==> src/rtl/mem_pkg.sv <==
// mem_pkg: shared op/size/state encodings and lane-mask helpers for the memory stage
package mem_pkg;
  typedef enum logic [1:0] {MEM_ALU, MEM_LOAD, MEM_STORE, MEM_NOP} mem_op_e;
  typedef enum logic [1:0] {SZ_B, SZ_H, SZ_W, SZ_D} size_e;
  typedef enum logic [1:0] {S_IDLE, S_REQ, S_WAIT} state_e;
  function automatic logic [2:0] size_mask(input size_e s);
    return s == SZ_B ? 3'b000 : s == SZ_H ? 3'b001 : s == SZ_W ? 3'b011 : 3'b111;
  endfunction
  function automatic logic [7:0] size_strb(input size_e s);
    return s == SZ_B ? 8'h01 : s == SZ_H ? 8'h03 : s == SZ_W ? 8'h0f : 8'hff;
  endfunction
endpackage

==> src/rtl/load_align.sv <==
// load_align: select the addressed lane of a load word and sign/zero-extend it to 64 bits
module load_align
  import mem_pkg::*;
(
  input  logic [63:0] word,
  input  logic [2:0]  off,
  input  size_e       size,
  input  logic        uns,
  output logic [63:0] res
);
  logic [63:0] lane;
  logic        sx;
  always_comb begin
    lane = word >> {off, 3'b000};
    sx   = !uns;
    res  = size == SZ_B ? {{56{sx & lane[7]}}, lane[7:0]}
         : size == SZ_H ? {{48{sx & lane[15]}}, lane[15:0]}
         : size == SZ_W ? {{32{sx & lane[31]}}, lane[31:0]}
         : lane;
  end
endmodule

==> src/rtl/mem_stage.sv <==
// mem_stage: memory/writeback stage turning execute results into writebacks and valid/ready data-memory requests
module mem_stage
  import mem_pkg::*;
#(
  parameter int ADDR_W = 64,
  parameter int DATA_W = 64
) (
  input  logic              clk,
  input  logic              reset,
  input  logic              ex_valid,
  output logic              ex_ready,
  input  logic [1:0]        ex_op,
  input  logic [1:0]        ex_size,
  input  logic              ex_unsigned,
  input  logic [ADDR_W-1:0] ex_addr,
  input  logic [DATA_W-1:0] ex_data,
  input  logic [4:0]        ex_dest,
  output logic              dmem_req_valid,
  input  logic              dmem_req_ready,
  output logic [ADDR_W-1:0] dmem_req_addr,
  output logic              dmem_req_we,
  output logic [DATA_W-1:0] dmem_req_wdata,
  output logic [7:0]        dmem_req_wstrb,
  input  logic              dmem_resp_valid,
  input  logic [DATA_W-1:0] dmem_resp_data,
  output logic              wb_en,
  output logic [4:0]        wb_dest,
  output logic [DATA_W-1:0] wb_data,
  output logic              misalign
);
  state_e            state;
  mem_op_e           op_q;
  size_e             size_q;
  logic              uns_q;
  logic [ADDR_W-1:0] addr_q;
  logic [DATA_W-1:0] data_q;
  logic [4:0]        dest_q;
  mem_op_e           op_in;
  logic              mis;
  logic [63:0]       ld_data;
  always_comb begin
    op_in = mem_op_e'(ex_op);
    mis   = |(ex_addr[2:0] & size_mask(size_e'(ex_size)));
  end
  assign ex_ready       = state == S_IDLE;
  assign dmem_req_valid = state == S_REQ;
  assign dmem_req_we    = dmem_req_valid && op_q == MEM_STORE;
  assign dmem_req_addr  = {addr_q[ADDR_W-1:3], 3'b000};
  assign dmem_req_wstrb = dmem_req_we ? size_strb(size_q) << addr_q[2:0] : '0;
  assign dmem_req_wdata = dmem_req_we ? data_q << {addr_q[2:0], 3'b000} : '0;
  load_align u_align (
    .word (dmem_resp_data),
    .off  (addr_q[2:0]),
    .size (size_q),
    .uns  (uns_q),
    .res  (ld_data)
  );
  always_ff @(posedge clk) begin
    if (reset) begin
      state    <= S_IDLE;
      op_q     <= MEM_ALU;
      size_q   <= SZ_B;
      uns_q    <= 1'b0;
      addr_q   <= '0;
      data_q   <= '0;
      dest_q   <= '0;
      wb_en    <= 1'b0;
      wb_dest  <= '0;
      wb_data  <= '0;
      misalign <= 1'b0;
    end else begin
      wb_en    <= 1'b0;
      misalign <= 1'b0;
      case (state)
        S_IDLE: if (ex_valid) begin
          op_q   <= op_in;
          size_q <= size_e'(ex_size);
          uns_q  <= ex_unsigned;
          addr_q <= ex_addr;
          data_q <= ex_data;
          dest_q <= ex_dest;
          if (op_in == MEM_ALU) begin
            wb_en   <= ex_dest != 5'd0;
            wb_dest <= ex_dest;
            wb_data <= ex_data;
          end else if (op_in != MEM_NOP) begin
            if (mis) misalign <= 1'b1;
            else state <= S_REQ;
          end
        end
        S_REQ: if (dmem_req_ready) state <= op_q == MEM_STORE ? S_IDLE : S_WAIT;
        S_WAIT: if (dmem_resp_valid) begin
          wb_en   <= dest_q != 5'd0;
          wb_dest <= dest_q;
          wb_data <= ld_data;
          state   <= S_IDLE;
        end
        default: state <= S_IDLE;
      endcase
    end
  end
endmodule
==> config.mk <==
export PLATFORM = sky130hd
export DESIGN_NAME = mem_stage
export DESIGN_NICKNAME = d
export VERILOG_FILES = /design/src/rtl/mem_pkg.sv /design/src/rtl/load_align.sv /design/src/rtl/mem_stage.sv
export SDC_FILE = /design/constraint.sdc
export NUM_CORES = 1
export LEC_CHECK = 0
export BUFFER_PORTS_ARGS = -buffer_cell sky130_fd_sc_hd__buf_2
export CAP_MARGIN = 20
export CORE_AREA = 2 2 162 164
export DETAILED_ROUTE_END_ITERATION = 12
export DIE_AREA = 0 0 164 166
export PLACE_DENSITY_LB_ADDON = 0.12
export SYNTH_ARGS = -nofsm -noshare
export SYNTH_HDL_FRONTEND = slang
export SYNTH_HIERARCHICAL = 1
export SYNTH_SLANG_ARGS = --single-unit
==> constraint.sdc <==
create_clock -name clk -period 6.1 [get_ports clk]
set_clock_uncertainty 0.1 [all_clocks]
set_input_delay 0.915 -clock clk [delete_from_list [all_inputs] [get_ports clk]]
set_output_delay 0.915 -clock clk [all_outputs]
set_load 0.02 [all_outputs]
Word-level counts from Yosys, hierarchy flattened
Cells that the tools add are included.
{"block": "totals", "regBits": 211, "latch_bits": 0, "ram_bits": 0, "mem_bits_ro": 0, "elab_cells": 82, "n_memories": 0}
{"block": "op_classes", "n_addsub": 0, "n_mul": 0, "div": 0, "order_cmp": 0, "n_eq_ne": 15, "shift": 3, "n_mux": 32, "bitwise_logic": 7, "n_reduce_logical": 14}
{"cell": "64-bit two-way mux", "count": 7}
{"cell": "64-bit case mux with 2 select lines", "count": 1}
{"cell": "64-bit by 6-bit << shifter with 64-bit output", "count": 1}
{"cell": "64-bit by 6-bit right shift with 64-bit output", "count": 1}
{"cell": "8-bit two-way mux", "count": 4}
{"cell": "5-bit two-way mux", "count": 3}
{"cell": "2-bit two-way mux", "count": 7}
{"cell": "2-bit != test, second input constant", "count": 5}
{"cell": "5-bit case mux with 2 select lines", "count": 1}
{"cell": "5-bit nonzero test", "count": 2}
{"cell": "3-bit two-way mux", "count": 3}
{"cell": "2-bit equality test, second input constant", "count": 4}
{"cell": "2-bit logical NOT", "count": 4}
{"cell": "8-bit by 3-bit << shifter with 8-bit output", "count": 1}
{"cell": "2-bit by 1-bit equality test with 1-bit output, second input constant", "count": 3}
{"cell": "2-bit by 1-bit != test with 1-bit output, second input constant", "count": 3}
{"cell": "2-bit case mux with 3 select lines", "count": 1}
{"cell": "6-bit AND reduction", "count": 1}
{"cell": "5-bit OR reduction", "count": 1}
{"cell": "1-bit two-way mux", "count": 4}
{"cell": "4-bit AND reduction", "count": 1}
{"cell": "1-bit AND", "count": 3}
{"cell": "3-bit AND", "count": 1}
{"cell": "1-bit inverter", "count": 3}
{"cell": "other kinds (6)", "count": 6}

Longest topological paths before layout
{"block": "logic_depth", "depth_word": 11, "depth_mapped": 9}

Cells and area by module
Netlist, hierarchy kept.
{"mod": "mem_stage", "instances": 1, "cells_per_inst": 1341, "area_each_um2": 10710.3, "seq_area_each_um2": 4224.1}
{"mod": "load_align", "instances": 1, "cells_per_inst": 322, "area_each_um2": 2803.9, "seq_area_each_um2": 0.0}

Least setup slack after synthesis
OpenSTA, ideal clock, no wires.
{"block": "synth_timing", "path_type": "flip-flop to output port", "startpoint": "reg addr_q[1]", "endpoint": "out dmem_req_wstrb[5]", "t_arrival_ns": 2.139, "path_slack_ns": 2.946, "path_stages_with_launch": 6, "n_path_buf": 3, "cell_sequence": "dfxtp_1 -> buf_2 -> buf_6 -> clkbuf_1 -> nor3_1 -> a2111oi_0"}
{"block": "synth_between", "elab_chain_len": 2}
{"element": "from (decl)", "line": "mem_stage.sv:35", "rtl": "logic [ADDR_W-1:0] addr_q;"}
{"element": "from (signal assigned)", "line": "mem_stage.sv:79", "rtl": "addr_q <= ex_addr;"}
{"element": "8-bit by 3-bit << shifter with 8-bit output", "line": "mem_stage.sv:49", "rtl": "assign dmem_req_wstrb = dmem_req_we ? size_strb(size_q) << addr_q[2:0] : '0;"}
{"element": "8-bit two-way mux", "line": "mem_stage.sv:49"}
{"element": "to (decl)", "line": "mem_stage.sv:23", "rtl": "output logic [7:0] dmem_req_wstrb,"}
No other way between the ends.

Final worst setup path
{"block": "layout_timing", "startpoint": "reg addr_q[1]", "endpoint": "out dmem_req_wdata[59]"}
{"block": "layout_between", "elab_chain_len": 2}
{"element": "64-bit by 6-bit << shifter with 64-bit output", "line": "mem_stage.sv:50", "rtl": "assign dmem_req_wdata = dmem_req_we ? data_q << {addr_q[2:0], 3'b000} : '0;"}
{"element": "64-bit two-way mux", "line": "mem_stage.sv:50"}
{"element": "to (decl)", "line": "mem_stage.sv:22", "rtl": "output logic [DATA_W-1:0] dmem_req_wdata,"}
No other way between the ends.

==> results.yml <==
grt:
  grt_usage_pct: 33.86
  grt_max_degree: 110
  antenna_found_initial: 2
  grt-ovfl-total: 0
  grt_pass1_wl_um: 73170
  grt_pass1_vias: 12590
synthesis:
  ys_ff_latch: 211
  synth_fa_ha_area_share_pct: 0
  synth_compound_area_share_pct: 25.38
  synth_warnings: 6
  synthFlopType: "dfxtp_1"
  synth_edf_count: 0
  syn-cell-area_um2: 13510
  synth-simple-area-share_pct: 17.11
  synth-async-reset-ratio_pct: 0
  muxShareOfSynthArea_pct: 13.78
  syn_area_per_cell_um2: 8.126
  synth_top_family_by_area: "compound AO/OA/AOI/OAI gates"
  synth_cell_types: 64
  yosysSeqAreaShare_pct: 31.26
  synth-xor-area-share_pct: 0.06481
  synth_cells: 1663
clock_tree:
  cts_sinks: 211
  clockRootBuffer: "clkbuf_16"
  clk_latency_ns: 0.52
  cts_htree_levels: 1
  cts_tree: "yes"
  clkTransAtPathRegs_ns: 0.06
  cts_hold_buffers: 0
  clk_path_buf_depth: 3
  cts_buffers: 25
  post-cts-setup-buffer-count: 0
  ctsResizeCount: 0
place:
  io_buffers: 413
  hpwl_um: 34350
  place.gp.congestion: 0.9503
  dp.cells: 2202
finish:
  finalNetCount: 2102
  drive_gt1_share_pct: 30.93
  syn2layout_area_growth_pct: 15.77
  final_cells: 2251
timing:
  finalCritPeriodShare_pct: 69.72
  slew-limit-headroom_pct: 32.91
  finalHoldViolCount: 0
  slew_violations: 0
  rsz0062_at_grt: "false"
  finalSetupViolCount: 0
  clock.fmax_mhz: 235.1
  fin_crit_ns: 4.253
  tns_ns: 0
  tightest_slew_ns: 1.006
  holdWs_ns: 0.3497
worst_setup_path:
  end_kind: "primary output"
  reg2reg_depth: 7
  cp_max_fo: 72
  cp.arrival_ns: 3.24
  r2r_slack_ns: 2.25
  critPathKind: "register to primary output"
  critPathLaunchType: "register"
  crit_required_ns: 5.08
  crit_end: "dmem_req_wdata[59]"
  rr_endpoint: "wb_data[29]"
  regToRegStartpoint: "addr_q[1]"
  startpoint: "addr_q[1]"
power:
  combPwrFrac_pct: 24.5
  p_sw_share_pct: 32.46
  leakagePower_nw: 6.657
  powerDensity_nw_per_um2: 254.5
  switching_power_mw: 1.293
  clkPwrFrac_pct: 36.4
  seq_power_share_pct: 39.2
  p_int_mw: 2.689
  peakVddDrop_v: 0.0001965
  finalPower_mw: 3.982
detailed_routing:
  dr_total_vias: 13640
  drt_iter0_drc: 1342
  drt_wl_total_um: 48280
  dr.pass1.iters: 6
  drcViolationCount: 0
  antenna_left: 0
  wl_per_cell_um: 21.45
  vias_per_cell: 6.058
outcome:
  outcome: "finished, final reports clean"
floorplanning:
  io_pins: 417
  die_x_um: 164
  start_util_pct: 52.76
  core_um2: 25620
  num_rows: 59
  die_y_um: 166
  die-area_um2: 27220
hold_path:
  hold_class: "register to register"
flow_run:
  cap_viol_max_count: 0
[cell type report]
type                            instances  area [um2]
Clock buffer                           40       711.9
Tap cell                              335       419.2
Fill cell                            2429        9971
Inverter                               83       311.5
Antenna cell                            2       5.005
Clock inverter                          6       72.57
Timing Repair Buffer                  433        2243
Multi-Input combinational cell       1141        7644
Sequential cell                       211        4238
[layer usage]
metal / up-vias / wire (um) / GRT usage (%)
li1: 6321 / - / -
met1: 6407 / 20240 / 48.58
met2: 792 / 21100 / 50.71
met3: 116 / 4941 / 5.420
met4: 0 / 1997 / 13.50
met5: - / 0 / 0
[cell usage in the layout, fill, tap and decap left out, types with 3 or more instances in the layout]
master | Yosys | final
and2_1 | 8 | 8
conb_1 | 1 | 3
inv_2 | 2 | 3
inv_1 | 81 | 80
o21ai_0 | 12 | 12
a32oi_1 | 6 | 6
nor2_1 | 43 | 43
dfxtp_1 | 211 | 206
clkbuf_8 | 5 | 3
o2bb2ai_1 | 8 | 8
a22oi_1 | 47 | 47
o32ai_1 | 8 | 8
buf_2 | 57 | 412
mux4_2 | 29 | 29
nor2b_1 | 91 | 91
mux2_2 | 42 | 42
buf_4 | 80 | 19
clkbuf_16 | 0 | 25
dfxtp_4 | 0 | 3
or2_2 | 3 | 3
a21oi_1 | 173 | 173
nor3_1 | 5 | 5
a211oi_1 | 81 | 81
mux2i_1 | 72 | 72
nand2b_1 | 4 | 4
nand2_1 | 333 | 333
o22ai_1 | 25 | 25
clkinv_2 | 0 | 3
clkbuf_1 | 76 | 12
nor4_1 | 9 | 9
o22a_1 | 6 | 6
a221oi_1 | 69 | 69
o22ai_2 | 30 | 30
[worst min path at each step]
stage | start | end | slack [ns] | cells past startpoint
after floorplan | data_q[63] | data_q[63] | 0.33 | 2
after global placement | addr_q[19] | addr_q[19] | 0.34 | 2
after detailed placement | addr_q[47] | addr_q[47] | 0.34 | 2
after CTS | addr_q[30] | addr_q[30] | 0.35 | 2
after global routing | addr_q[16] | addr_q[16] | 0.37 | 2
final | addr_q[25] | addr_q[25] | 0.35 | 2
[Yosys cell counts, types with 8 or more instances]
cell type    n  share of area, %
a211oi_1    81               4.5
a21oi_1    173               6.4
a221oi_1    69               4.5
a22oi_1     47               2.6
and2_1       8              0.37
buf_2       57               2.1
buf_4       80               4.4
clkbuf_1    76               2.1
dfxtp_1    211                31
inv_1       81               2.2
mux2_2      42               3.5
mux2i_1     72               5.3
mux4_2      29               4.8
nand2_1    333               9.2
nor2_1      43               1.2
nor2b_1     91               4.2
nor4_1       9              0.42
o21ai_0     12              0.44
o22ai_1     25               1.2
o22ai_2     30               2.8
o2bb2ai_1    8              0.52
o32ai_1      8              0.52
[kinds of logic after synthesis]
| logic type | count (synthesis) |
|---|---|
| simple gates | 512 |
| compound gates | 481 |
| buf+inv | 313 |
| flops | 211 |
| mux | 144 |
| xor+xnor | 1 |
| other cells | 1 |
[flip-flops by register name, indices dropped and copies added (netlist names)]
| register | cells |
|---|---|
| addr_q | 64 |
| data_q | 64 |
| dest_q | 5 |
| misalign | 1 |
| op_q | 2 |
| size_q | 2 |
| state | 2 |
| uns_q | 1 |
| wb_data | 64 |
| wb_dest | 5 |
| wb_en | 1 |
[per-stage QoR]
| stage | cell area (um2) | util [%] | setup WS (ns) |
|---|---|---|---|
| 3_5_place_dp | 14830 | 57.89 | 2.384 |
| 4_1_cts | 15610 | 60.95 | 1.857 |
| 5_1_grt | 15650 | 61.08 | 1.708 |
| 6_report | 15650 | 61.08 | 1.847 |
| 2_1_floorplan | 13520 | - | 2.946 |
| 3_3_place_gp | 14830 | 57.89 | 2.420 |
[power by group through the flow]
stage	logic [mW]	clock network [mW]	registers (mW)
CTS	0.953	1.47	1.56
finish	0.975	1.45	1.56
floorplan	0.693	0	1.58
detailed placement	0.949	0	1.59
global placement	0.942	0	1.58
global route	1.04	1.52	1.57
[worst max-delay path, stage by stage, from the launching register on]
cell     delay, ns
dfxtp_4       0.86
buf_4         0.73
mux2_2        0.43
mux2i_1       0.32
o22ai_1       0.14
buf_2         0.19
(Power assumes the default switching activity.)
